`config.mk`:
```
export PLATFORM = sky130hd
export DESIGN_NAME = issue_ctrl_flat
export DESIGN_NICKNAME = d
export VERILOG_FILES = /design/src/rtl/issue_ctrl_pkg.sv /design/src/rtl/issue_ctrl_if.sv /design/src/rtl/issue_ctrl_reg_scoreboard.sv /design/src/rtl/issue_ctrl.sv /design/src/flat_wrapper.sv
export SDC_FILE = /design/constraint.sdc
export NUM_CORES = 1
export LEC_CHECK = 0
export ABC_CLOCK_PERIOD_IN_PS = 2600
export CAP_MARGIN = 30
export CORE_ASPECT_RATIO = 0.7
export CORE_MARGIN = 2
export CORE_UTILIZATION = 30
export CTS_BUF_LIST = sky130_fd_sc_hd__clkbuf_16
export DETAILED_ROUTE_END_ITERATION = 12
export PLACE_DENSITY_LB_ADDON = 0.08
export RECOVER_POWER = 100
export REMOVE_ABC_BUFFERS = 1
export SLEW_MARGIN = 0
export SYNTH_ARGS = -nofsm -noshare
export SYNTH_HDL_FRONTEND = slang
export SYNTH_SLANG_ARGS = --single-unit
export TNS_END_PERCENT = 10
```
`constraint.sdc`:
```
create_clock -name clk -period 2.6 [get_ports clk]
set_input_delay 0.52 -clock clk [delete_from_list [all_inputs] [get_ports clk]]
set_output_delay 0.52 -clock clk [all_outputs]
set_load 0.05 [all_outputs]
```
`src/rtl/issue_ctrl_pkg.sv`:
```
// rtl/issue_ctrl_pkg.sv - opcodes, issue FSM states and register-use decode for issue_ctrl
package issue_ctrl_pkg;

  localparam logic [6:0] R_TYPE      = 7'b0110011;
  localparam logic [6:0] I_TYPE      = 7'b0010011;
  localparam logic [6:0] I_TYPE_LOAD = 7'b0000011;
  localparam logic [6:0] S_TYPE      = 7'b0100011;
  localparam logic [6:0] B_TYPE      = 7'b1100011;
  localparam logic [6:0] U_LUI       = 7'b0110111;
  localparam logic [6:0] U_AUIPC     = 7'b0010111;

  typedef enum logic [1:0] {
    ISSUE   = 2'd0,
    WAIT_BR = 2'd1,
    FLUSH   = 2'd2
  } state_e;

  typedef struct packed {
    logic rs1;
    logic rs2;
    logic rd;
  } reg_use_t;

  // Unknown opcodes use no registers, so they issue as NOPs.
  function automatic reg_use_t decode_use(input logic [6:0] opc);
    reg_use_t u;
    u = '0;
    case (opc)
      R_TYPE:              u = '{rs1: 1'b1, rs2: 1'b1, rd: 1'b1};
      I_TYPE, I_TYPE_LOAD: u = '{rs1: 1'b1, rs2: 1'b0, rd: 1'b1};
      S_TYPE, B_TYPE:      u = '{rs1: 1'b1, rs2: 1'b1, rd: 1'b0};
      U_LUI, U_AUIPC:      u = '{rs1: 1'b0, rs2: 1'b0, rd: 1'b1};
      default:             u = '0;
    endcase
    return u;
  endfunction

endpackage

```
`src/rtl/issue_ctrl_if.sv`:
```
// rtl/issue_ctrl_if.sv - fetch/issue/writeback/branch signal bundle for issue_ctrl
interface issue_ctrl_if;
  logic        fetch_valid;
  logic [31:0] fetch_instr;
  logic        fetch_ready;
  logic        issue_valid;
  logic        issue_ready;
  logic        wb_valid;
  logic [4:0]  wb_rd;
  logic        br_resolve;
  logic        br_taken;
  logic        flush;
  logic [31:0] stall_cnt;

  modport master (
    output fetch_valid, fetch_instr, issue_ready, wb_valid, wb_rd, br_resolve, br_taken,
    input  fetch_ready, issue_valid, flush, stall_cnt
  );

  modport slave (
    input  fetch_valid, fetch_instr, issue_ready, wb_valid, wb_rd, br_resolve, br_taken,
    output fetch_ready, issue_valid, flush, stall_cnt
  );
endinterface

```
`src/rtl/issue_ctrl_reg_scoreboard.sv`:
```
// rtl/issue_ctrl_reg_scoreboard.sv - 32-entry pending-write vector, x0 never pending
module reg_scoreboard
(
  input  logic        clk,
  input  logic        rst_n,
  input  logic        set_en,
  input  logic [4:0]  set_idx,
  input  logic        clr_en,
  input  logic [4:0]  clr_idx,
  output logic [31:0] pend
);

  logic [31:0] pend_d;
  logic [31:0] pend_q;

  // Clear is applied first so a same-cycle set on the same bit wins.
  always_comb begin
    pend_d = pend_q;
    if (clr_en) pend_d[clr_idx] = 1'b0;
    if (set_en) pend_d[set_idx] = 1'b1;
    pend_d[0] = 1'b0;
  end

  always_ff @(posedge clk or negedge rst_n) begin
    if (!rst_n) pend_q <= '0;
    else        pend_q <= pend_d;
  end

  assign pend = pend_q;

endmodule

```
`src/rtl/issue_ctrl.sv`:
```
// rtl/issue_ctrl.sv - in-order RV32I issue controller with register scoreboard and branch serialisation
// Optional ISSUE_WB_BYPASS_EN: hazard check ignores the register being written back this cycle.
module issue_ctrl
  import issue_ctrl_pkg::*;
(
  input  logic         clk,
  input  logic         rst_n,
  issue_ctrl_if.slave  bus
);

  logic [6:0]  opc;
  logic [4:0]  rd, rs1, rs2;
  reg_use_t    use_r;
  logic [31:0] pend;
  logic [31:0] pend_view;
  logic        hz;
  logic        issue_valid, fetch_ready, flush;
  logic        set_en;
  state_e      state_d, state_q;
  logic [31:0] stall_d, stall_q;
  logic        unused_instr_bits;

  assign opc   = bus.fetch_instr[6:0];
  assign rd    = bus.fetch_instr[11:7];
  assign rs1   = bus.fetch_instr[19:15];
  assign rs2   = bus.fetch_instr[24:20];
  assign use_r = decode_use(opc);
  assign unused_instr_bits = ^{bus.fetch_instr[31:25], bus.fetch_instr[14:12]};

  assign set_en = issue_valid & bus.issue_ready & use_r.rd;

  reg_scoreboard u_sb (
    .clk     (clk),
    .rst_n   (rst_n),
    .set_en  (set_en),
    .set_idx (rd),
    .clr_en  (bus.wb_valid),
    .clr_idx (bus.wb_rd),
    .pend    (pend)
  );

  always_comb begin
    pend_view = pend;
`ifdef ISSUE_WB_BYPASS_EN
    if (bus.wb_valid) pend_view[bus.wb_rd] = 1'b0;
`endif
  end

  // rd is checked too so a second writer waits for the first (WAW).
  assign hz = (use_r.rs1 & pend_view[rs1]) |
              (use_r.rs2 & pend_view[rs2]) |
              (use_r.rd  & pend_view[rd]);

  always_comb begin
    issue_valid = 1'b0;
    fetch_ready = 1'b0;
    flush       = 1'b0;
    state_d     = state_q;
    case (state_q)
      ISSUE: begin
        issue_valid = bus.fetch_valid & ~hz;
        fetch_ready = issue_valid & bus.issue_ready;
        if (fetch_ready && opc == B_TYPE) state_d = WAIT_BR;
      end
      WAIT_BR: begin
        if (bus.br_resolve) state_d = bus.br_taken ? FLUSH : ISSUE;
      end
      FLUSH: begin
        flush       = 1'b1;
        fetch_ready = 1'b1;
        state_d     = ISSUE;
      end
      default: state_d = ISSUE;
    endcase
  end

  always_comb begin
    stall_d = stall_q;
    if (bus.fetch_valid && !fetch_ready && state_q != FLUSH) stall_d = stall_q + 32'd1;
  end

  always_ff @(posedge clk or negedge rst_n) begin
    if (!rst_n) begin
      state_q <= ISSUE;
      stall_q <= '0;
    end else begin
      state_q <= state_d;
      stall_q <= stall_d;
    end
  end

  assign bus.issue_valid = issue_valid;
  assign bus.fetch_ready = fetch_ready;
  assign bus.flush       = flush;
  assign bus.stall_cnt   = stall_q;

endmodule

```
`src/flat_wrapper.sv`:
```
// flat-port wrapper written by rule: the top's interface ports become plain ports
module issue_ctrl_flat import issue_ctrl_pkg::*;
  (clk, rst_n, bus_fetch_valid, bus_fetch_instr, bus_issue_ready, bus_wb_valid, bus_wb_rd, bus_br_resolve, bus_br_taken, bus_fetch_ready, bus_issue_valid, bus_flush, bus_stall_cnt);
  issue_ctrl_if bus_i ();
  input  logic clk;
  input  logic rst_n;
  input wire logic [$bits(bus_i.fetch_valid)-1:0] bus_fetch_valid;
  input wire logic [$bits(bus_i.fetch_instr)-1:0] bus_fetch_instr;
  input wire logic [$bits(bus_i.issue_ready)-1:0] bus_issue_ready;
  input wire logic [$bits(bus_i.wb_valid)-1:0] bus_wb_valid;
  input wire logic [$bits(bus_i.wb_rd)-1:0] bus_wb_rd;
  input wire logic [$bits(bus_i.br_resolve)-1:0] bus_br_resolve;
  input wire logic [$bits(bus_i.br_taken)-1:0] bus_br_taken;
  output wire logic [$bits(bus_i.fetch_ready)-1:0] bus_fetch_ready;
  output wire logic [$bits(bus_i.issue_valid)-1:0] bus_issue_valid;
  output wire logic [$bits(bus_i.flush)-1:0] bus_flush;
  output wire logic [$bits(bus_i.stall_cnt)-1:0] bus_stall_cnt;
  assign bus_i.fetch_valid = bus_fetch_valid;
  assign bus_i.fetch_instr = bus_fetch_instr;
  assign bus_i.issue_ready = bus_issue_ready;
  assign bus_i.wb_valid = bus_wb_valid;
  assign bus_i.wb_rd = bus_wb_rd;
  assign bus_i.br_resolve = bus_br_resolve;
  assign bus_i.br_taken = bus_br_taken;
  assign bus_fetch_ready = bus_i.fetch_ready;
  assign bus_issue_valid = bus_i.issue_valid;
  assign bus_flush = bus_i.flush;
  assign bus_stall_cnt = bus_i.stall_cnt;
  issue_ctrl u_core (.clk(clk), .rst_n(rst_n), .bus(bus_i));
endmodule
```
## Word level (Yosys, flattened, before mapping)

Index checks and enable logic that the tools add are counted.

| storage, ports and cells | value |
|---|---|
| input bits | 44 |
| logic and storage cells | 66 |
| flip-flop bits (word level) | 65 |
| output and inout port bits | 35 |

| operators by class | value |
|---|---|
| reductions and logical operators | 11 |
| add/sub/neg operators | 1 |
| muxes and demuxes | 20 |
| order comparisons | 6 |
| equality and inequality tests | 12 |
| bitwise operators | 13 |

Operators with widths:

| kind | count |
|---|---|
| two-way mux 32 bit | 2 |
| adder 32 x 1 -> 32 bit, second input constant | 1 |
| bitwise AND 32 bit | 1 |
| inverter 32 bit | 1 |
| bitwise OR 32 bit | 1 |
| less-than comparator 5 x 6 -> 1 bit, second input constant | 4 |
| equality test 7 x 6 -> 1 bit, second input constant | 3 |
| binary-select mux 1 bit (select 5 bit) | 3 |
| equality test 7 x 5 -> 1 bit, second input constant | 2 |
| case mux 3 bit (4 select lines) | 1 |
| demux 1 bit (select 5 bit) | 2 |
| greater-or-equal comparator 5 x 1 -> 1 bit, second input constant | 2 |
| bitwise AND 1 bit | 7 |
| equality test 7 x 2 -> 1 bit, second input constant | 1 |
| equality test 7 bit, second input constant | 1 |
| two-way mux 1 bit | 7 |
| two-way mux 2 bit | 3 |
| OR reduction 2 bit | 3 |
| logical AND 1 bit | 5 |
| inequality test 2 bit, second input constant | 2 |
| case mux 2 bit (2 select lines) | 1 |
| equality test 2 x 1 -> 1 bit, second input constant | 1 |
| equality test 2 bit, second input constant | 1 |
| logical NOT 2 bit | 1 |
| other kinds (6) | 7 |

## Depth between registers and ports, before layout

Gate-level depths: netlist of the first run.

| depth | value |
|---|---|
| depth after elaboration | 13 |
| mapped depth | 9 |
| gate-level depth less buffers | 7 |

## Cells and area by module

A second synthesis of the first run with hierarchy kept.

| unflattened totals | value |
|---|---|
| cells, all modules | 367 |
| area, all modules | 3870.0 um2 |

Modules (own cells, without submodules):

| module | cells each | area an instance (um2) | seq. area each (um2) | instances |
|---|---|---|---|---|
| issue_ctrl | 247 | 2591.2 | 850.8 | 1 |
| reg_scoreboard | 120 | 1278.7 | 775.7 | 1 |

## Worst setup path before layout of the first run

No wires, ideal clock.

| timing | value |
|---|---|
| path type | in2out |
| from | in bus_fetch_instr[15] |
| to | out bus_fetch_ready |
| arrival | 2839 ps |
| stages | 7 |
| slack | -759 ps |
| buffers on the path | 1 |
| required time | 2080 ps |
| cell sequence | buf_2 mux4_2 mux2i_1 mux2i_1 a32oi_2 nand3_1 a21oi_1 |

| between the ends | value |
|---|---|
| longest elaborated chain between the ends | 9 |

Ends and longest elaborated chain:

| item | line | text |
|---|---|---|
| start, declared | flat_wrapper.sv:8 | `input wire logic [$bits(bus_i.fetch_instr)-1:0] bus_fetch_instr;` |
| binary-select mux 1 bit (select 5 bit) | issue_ctrl.sv:50 | `assign hz = (use_r.rs1 & pend_view[rs1]) \|` |
| two-way mux 1 bit (not written as such) | issue_ctrl.sv:50 |  |
| bitwise AND 1 bit | issue_ctrl.sv:50 |  |
| bitwise OR 1 bit | issue_ctrl.sv:50 |  |
| bitwise OR 1 bit | issue_ctrl.sv:51 | `(use_r.rs2 & pend_view[rs2]) \|` |
| inverter 1 bit | issue_ctrl.sv:61 | `issue_valid = bus.fetch_valid & ~hz;` |
| bitwise AND 1 bit | issue_ctrl.sv:61 |  |
| bitwise AND 1 bit | issue_ctrl.sv:62 | `fetch_ready = issue_valid & bus.issue_ready;` |
| case mux 1 bit (2 select lines) | issue_ctrl.sv:59 | `case (state_q)` |
| end, declared | flat_wrapper.sv:14 | `output wire logic [$bits(bus_i.fetch_ready)-1:0] bus_fetch_ready;` |

No other way between the ends. The select of a mux whose other input is x is not followed.

## Worst setup path in the final report of the first run

| timing | value |
|---|---|
| from | reg u_core.u_sb.pend_q[6] (netlist: u_core.u_sb.pend[6]) |
| to | out bus_issue_valid |

| between the ends | value |
|---|---|
| longest elaborated chain between the ends | 8 |
| elaborated cells between the ends (all ways) | 14 |
| those cells by class | mux (7); bitwise (7) |

Ends and longest elaborated chain:

| item | line | text |
|---|---|---|
| start, declared | issue_ctrl_reg_scoreboard.sv:14 | `logic [31:0] pend_q;` |
| start signal, assigned | issue_ctrl_reg_scoreboard.sv:26 | `else pend_q <= pend_d;` |
| binary-select mux 1 bit (select 5 bit) (on tied branches) | issue_ctrl.sv:50, issue_ctrl.sv:51 |  |
| two-way mux 1 bit (on tied branches) | issue_ctrl.sv:50, issue_ctrl.sv:51 |  |
| bitwise AND 1 bit (on tied branches) | issue_ctrl.sv:50, issue_ctrl.sv:51 |  |
| bitwise OR 1 bit | issue_ctrl.sv:50 |  |
| bitwise OR 1 bit (*) | issue_ctrl.sv:51 |  |
| inverter 1 bit (*) | issue_ctrl.sv:61 |  |
| bitwise AND 1 bit (*) | issue_ctrl.sv:61 |  |
| two-way mux 1 bit (*) | issue_ctrl.sv:59 |  |
| end, declared | flat_wrapper.sv:15 | `output wire logic [$bits(bus_i.issue_valid)-1:0] bus_issue_valid;` |

Every way passes the cells marked *; elsewhere a longest branch is shown, timed or not. The select of a mux whose other input is x is not followed.

==> flow_metrics.py, run 1 <==
metrics = {
    "synthesis": {
        "synth_seq_cells": 65,
        "syn_area_sq_um": 3850,
        "syn_area_per_cell_sq_um": 11.0,
        "yosysUniqueCellTypes": 48,
        "yosysWarnings": 0,
        "synth_area_leaders": "dfrtp_1, mux4_2, xnor2_1",
        "yosys_most_used_dff": "dfrtp_1",
        "synth_edf_count": 0,
        "synth_top_area_share_pct": 42.2,
        "yosysMostFrequentCell": "dfrtp_1",
        "synth_common_cells": "dfrtp_1, o21ai_0, xnor2_1",
        "yosysSeqAreaShare_pct": 42.2,
        "synth.largest_area_cell": "dfrtp_1",
        "postSynthCellCount": 350,
        "async_reset_ff_share_pct": 100,
    },
    "min_path": {
        "hold_path_class": "flop to flop",
        "hold_path_depth": 1,
    },
    "detailed_routing": {
        "post_drt_wl_per_cell_um": 20.6,
        "drtIter0Drc": 216,
        "viasPerCell": 5.50,
        "via_count": 3487,
        "antenna_left": 0,
        "post-route-drc-count": 0,
        "drt_pre_antenna_iters": 4,
        "wirelength_mm": 13.0,
    },
    "grt": {
        "grt_pass1_vias": 3436,
        "gr-usage-all-layers_pct": 19.4,
        "grt_max_degree": 29,
        "antenna_found_initial": 0,
        "grt_overflow_total": 0,
        "grt_pass1_wl_mm": 20.4,
    },
    "timing": {
        "worst_slew_pin_slew_ns": 1.60,
        "tns_ns": -1.13,
        "setup_viol": 18,
        "hold_viol": 0,
        "fin_worst_skew_ns": 0.0101,
        "max_freq_ghz": 0.343,
        "setup_ws_ns": -0.319,
        "grt_setup_unrepaired": "yes",
        "period_share_pct": 112,
        "slew-limit-headroom_pct": -6.98,
        "slew_viol_final": 29,
        "period_minus_slack_ns": 2.92,
    },
    "finish": {
        "syn_to_final_growth_pct": 46.6,
        "layout.nets": 512,
        "antennaDiodeCount": 0,
        "seq_area_sq_um": 1630,
        "fillers": 1177,
        "drive_gt1_share_pct": 28.6,
        "final_cell_area_sq_um": 5650,
        "final_util_pct": 45.3,
        "multiInputGateArea_sq_um": 2320,
    },
    "floorplan": {
        "io_pins": 79,
        "dieArea_sq_um": 13800,
        "fp.coreArea_sq_um": 12500,
        "fp.dieH_um": 98.8,
        "initial_core_util_pct": 30.9,
        "die_x_um": 139,
        "rows": 34,
    },
    "setup_path": {
        "regToRegSetupSlack_ns": -0.07,
        "startpoint_type": "flop",
        "path_max_fanout": 4,
        "crit_chain": "mux4_2 -> nor3b_2 -> nor4_2 -> o2111ai_2 -> buf_4 -> and4_4 -> buf_12",
        "critPathArrivalTime_ns": 2.40,
        "required_ns": 2.08,
        "rr_worst_depth": 10,
        "crit_slowest_cell": "mux4_2",
        "max_stage_delay_ns": 0.50,
        "critical_path_class": "flop to primary output",
        "worstSetupEndpointType": "primary output",
    },
    "clocking": {
        "tritoncts": "yes",
        "cts_max_level": 3,
        "cts.sinks": 65,
        "clk_pin_slew_ns": 0.06,
        "numCtsBuffers": 9,
        "worstSkewPairLatency_ns": 0.33,
        "root_buffer": "clkbuf_16",
        "cts.hold.buffers_added": 0,
        "ctsLongestPathBuffers": 2,
    },
    "pwr": {
        "irDropWorstVdd_uv": 442,
        "powerDensity_nw_per_um2": 539,
        "p_total_mw": 3.04,
        "leakagePower_nw": 2.41,
    },
    "job": {
        "cap_viol_max_count": 1,
    },
    "placement": {
        "gp_congestion": 0.846,
        "io_buffer_count": 68,
        "place_hpwl_mm": 9.77,
        "place_area_sq_um": 5110,
    },
    "status": {
        "status": "finished, violations left",
        "violations": "max-capacitance violations, max-slew violations, negative setup slack",
    },
}
==> placed cells by master, fill, tap and decap left out, types with 4 or more instances in the layout <==
cell | synthesis | final
dlygate4sd3_1 | 0 | 29
xnor2_1 | 30 | 30
and2_1 | 8 | 8
dlygate4sd2_1 | 0 | 10
inv_1 | 4 | 6
nor2_1 | 5 | 4
nand3b_1 | 11 | 11
buf_6 | 0 | 5
nand4_1 | 17 | 17
clkbuf_16 | 0 | 9
and3_1 | 22 | 22
o21ai_1 | 24 | 21
mux4_2 | 20 | 20
buf_12 | 0 | 7
clkdlybuf4s50_1 | 0 | 22
mux2i_1 | 6 | 6
o21ai_0 | 32 | 31
nand3_1 | 17 | 15
dfrtp_1 | 65 | 63
buf_4 | 5 | 40
o21ai_2 | 0 | 4
nand2_1 | 13 | 12
mux2_2 | 4 | 4
o31ai_1 | 7 | 7
==> critical path, delay by kind of cell (launching register included) <==
family	cells	cell delay, ns
AO/OA/AOI/OAI	1	0.26
buffers and inverters	2	0.31
flip-flops	1	0.45
multiplexers	1	0.50
AND/OR/NAND/NOR	3	0.54
==> stage by stage <==
| step | worst slack, ns | std cells | hold WS, ns |
|---|---|---|---|
| floorplan | -0.556 | 336 | 0.224 |
| global placement | -0.779 | 613 | 0.461 |
| detailed placement | -0.816 | 613 | 0.470 |
| CTS | -0.236 | 634 | 0.271 |
| global route | -0.383 | 634 | 0.493 |
| finish | -0.319 | 634 | 0.465 |
==> state kept, by name (all words and copies together), names as in the netlist <==
signal / cells
u_core.u_sb.pend: 31
u_core.bus.stall_cnt: 32
u_core.state_q: 2
==> layout make-up <==
class / count / share of cell area, %
Multi-Input combinational cell: 267 / 41.0
Sequential cell: 65 / 28.9
Timing Repair Buffer: 120 / 21.1
Clock buffer: 9 / 3.99
Tap cell: 162 / 3.59
Clock inverter: 7 / 1.13
Inverter: 4 / 0.266
==> routing by layer <==
metal	global-route usage (%)	wire, um	share of wire, %	up-vias
met5	0	0	0	-
met4	4.20	97	0.74	0
met3	6.07	992	7.6	10
met2	25.7	5430	42	125
met1	30.5	6510	50	1763
li1	-	-	-	1589
==> path summary, 6_finish.rpt <==
kind | start | end
max in group asynchronous | rst_n | u_core.u_sb.pend[7]
min in group asynchronous | rst_n | u_core.bus.stall_cnt[4]
hold reg to reg | u_core.bus.stall_cnt[31] | u_core.bus.stall_cnt[31]
hold / removal | u_core.bus.stall_cnt[31] | u_core.bus.stall_cnt[31]
setup / recovery | u_core.u_sb.pend[6] | bus_issue_valid
setup reg to reg | u_core.u_sb.pend[6] | u_core.u_sb.pend[22]
==> report_power, final <==
group / switching [mW] / internal (mW)
clock: 0.445 / 0.733
sequential: 0.0656 / 1.07
combinational: 0.439 / 0.291
total: 0.950 / 2.09
==> cells by family after synthesis <==
group           synth area share [%]
simple gates                    20.9
compound gates                  12.4
flops                           42.2
xor+xnor                        7.05
mux                             14.7
buf+inv                         2.34
fa+ha+maj                      0.325
==> what timing repair did <==
| action | CTS | global route |
|---|---|---|
| resized for setup | 63 | 9 |
| setup endpoints to repair | 61 | 40 |
| pin swaps | 14 | 9 |
| setup buffers | 3 | 1 |
| gates cloned | 2 | 0 |
Power figures use the tool's default switching activity.
==> run 2, diff against run 1 <==
GPL_ROUTABILITY_DRIVEN = 1   (was default)
PLACE_DENSITY_LB_ADDON = default   (was 0.08)
==> run 2 against run 1 <==
- the flow finishes with violations (negative setup slack)
- die area is the same
- via count is essentially flat
- register-to-register slack gained 0.12 ns
- clock-buffer cell count is the same
- global-route usage shrank 1.7 points
- clock power shrank 4%
- final area shrank 0.42%
- largest cell class unchanged
==> flow_metrics.py, run 2 (synthesized netlist as in run 1, its figures left out) <==
metrics = {
    "detailed_routing": {
        "drt_pre_antenna_iters": 5,
        "via_count": 3489,
        "post-route-drc-count": 0,
        "post_drt_wl_per_cell_um": 19.4,
        "viasPerCell": 5.49,
        "wirelength_mm": 12.3,
        "drtIter0Drc": 287,
        "antenna_left": 0,
    },
    "timing": {
        "worst_slew_pin_slew_ns": 1.26,
        "fin_worst_skew_ns": 0.00681,
        "slew_viol_final": 0,
        "period_minus_slack_ns": 2.82,
        "setup_viol": 2,
        "grt_setup_unrepaired": "yes",
        "max_freq_ghz": 0.355,
        "hold_ws_ns": 0.456,
        "setup_ws_ns": -0.218,
        "slew-limit-headroom_pct": 15.8,
        "period_share_pct": 108,
        "hold_viol": 0,
    },
    "finish": {
        "layout.nets": 515,
        "multiInputGateArea_sq_um": 2290,
        "seq_area_sq_um": 1630,
        "syn_to_final_growth_pct": 46.0,
        "layout_common_cells": "dfrtp_1, buf_4, dlygate4sd3_1",
        "largest_reg_flops": 32,
        "final_common_cell": "dfrtp_1",
        "fillers": 1169,
        "antennaDiodeCount": 0,
        "drive_gt1_share_pct": 29.3,
    },
    "status": {
        "status": "finished, violations left",
        "violations": "negative setup slack",
    },
    "floorplan": {
        "rows": 34,
        "io_pins": 79,
        "dieArea_sq_um": 13800,
        "fp.dieH_um": 98.8,
        "fp.coreArea_sq_um": 12500,
        "die_x_um": 139,
        "initial_core_util_pct": 30.9,
    },
    "setup_path": {
        "path_max_fanout": 2,
        "crit_slowest_cell": "mux2_2",
        "startpoint_type": "primary input",
        "crit_chain": "dlygate4sd2_1 -> mux2_2 -> a221oi_2 -> nor4_4 -> a32oi_2 -> buf_4 -> and4_4 -> buf_12",
        "max_stage_delay_ns": 0.36,
        "worstSetupEndpointType": "primary output",
        "required_ns": 2.08,
        "rr_worst_depth": 10,
        "regToRegSetupSlack_ns": 0.05,
        "path_depth": 8,
        "critPathBufInv": 3,
        "critical_path_class": "primary input to primary output",
        "critPathArrivalTime_ns": 2.30,
        "path_delay_family": "compound AO/OA/AOI/OAI gates",
    },
    "placement": {
        "gp_congestion": 0.932,
        "io_buffer_count": 68,
        "place_ws_ns": -0.731,
        "place_hpwl_mm": 8.92,
    },
    "clocking": {
        "cts_max_level": 3,
        "cts.hold.buffers_added": 0,
        "numCtsBuffers": 9,
        "worstSkewPairLatency_ns": 0.32,
        "clk_pin_slew_ns": 0.05,
        "tritoncts": "yes",
        "root_buffer": "clkbuf_16",
        "cts.sinks": 65,
        "ctsLongestPathBuffers": 2,
    },
    "pwr": {
        "p_clk_share_pct": 37.6,
        "p_sw_mw": 0.914,
        "combPwrFrac_pct": 24.5,
        "irDropWorstVdd_uv": 490,
        "p_int_mw": 2.09,
        "swShare_pct": 30.4,
        "p_total_mw": 3.00,
        "powerDensity_nw_per_um2": 534,
        "leakagePower_nw": 2.45,
        "seqPwrFrac_pct": 37.9,
    },
    "grt": {
        "antenna_found_initial": 0,
        "grt_pass1_wl_mm": 19.0,
        "grt_max_degree": 45,
        "gr-usage-all-layers_pct": 17.7,
        "grt_overflow_total": 0,
        "grt_pass1_vias": 3407,
    },
    "job": {
        "cap_viol_max_count": 0,
    },
    "min_path": {
        "hold_path_class": "primary input to async pin",
    },
}
-- run 2: area by class of cell --
| cell class | count | area share (%) |
|---|---|---|
| Clock buffer | 9 | 4.01 |
| Timing Repair Buffer | 123 | 21.5 |
| Multi-Input combinational cell | 267 | 40.7 |
| Inverter | 4 | 0.267 |
| Sequential cell | 65 | 29.0 |
| Clock inverter | 6 | 0.913 |
| Tap cell | 162 | 3.61 |
-- run 2: repair_timing --
| item | CTS | global route |
|---|---|---|
| cloned | 1 | 2 |
| resized for setup | 53 | 28 |
| pin swaps | 15 | 12 |
| buffers inserted | 6 | 4 |
| setup endpoints to repair | 60 | 49 |
-- run 2: metal layers --
layer	track usage (%)	share of wire [%]	vias to the layer above
met5	0	0	-
met4	5.21	1.0	0
met3	5.05	9.5	11
met2	24.4	42	155
met1	26.7	47	1732
li1	-	-	1591
-- run 2: power by group through the flow --
stage | Clock [mW] | Combinational, mW | Sequential, mW
6_report | 1.13 | 0.734 | 1.14
5_1_grt | 1.20 | 0.776 | 1.15
4_1_cts | 1.15 | 0.728 | 1.14
3_5_place_dp | 0 | 0.705 | 1.15
3_3_place_gp | 0 | 0.699 | 1.15
2_1_floorplan | 0 | 0.195 | 1.31
-- run 2: path summary, 6_finish.rpt --
check | start | end
worst min register to register | u_core.state_q[1] | u_core.state_q[1]
max in group asynchronous | rst_n | u_core.u_sb.pend[10]
worst min-delay path | rst_n | u_core.bus.stall_cnt[7]
worst max-delay path | bus_fetch_instr[8] | bus_issue_valid
min in group clk | u_core.state_q[1] | u_core.state_q[1]
worst max register to register | u_core.u_sb.pend[7] | u_core.u_sb.pend[3]
-- run 2: through the flow --
step	utilization, %	instance area (sq um)	setup TNS, ns	instances
final	45.1	5620	-0.384	636
after detailed placement	40.4	5040	-36.36	608
after global placement	40.4	5040	-34.11	608
after floorplan	-	3770	-1.48	336
after CTS	44.1	5490	-0.503	630
after global routing	45.1	5620	-1.48	636
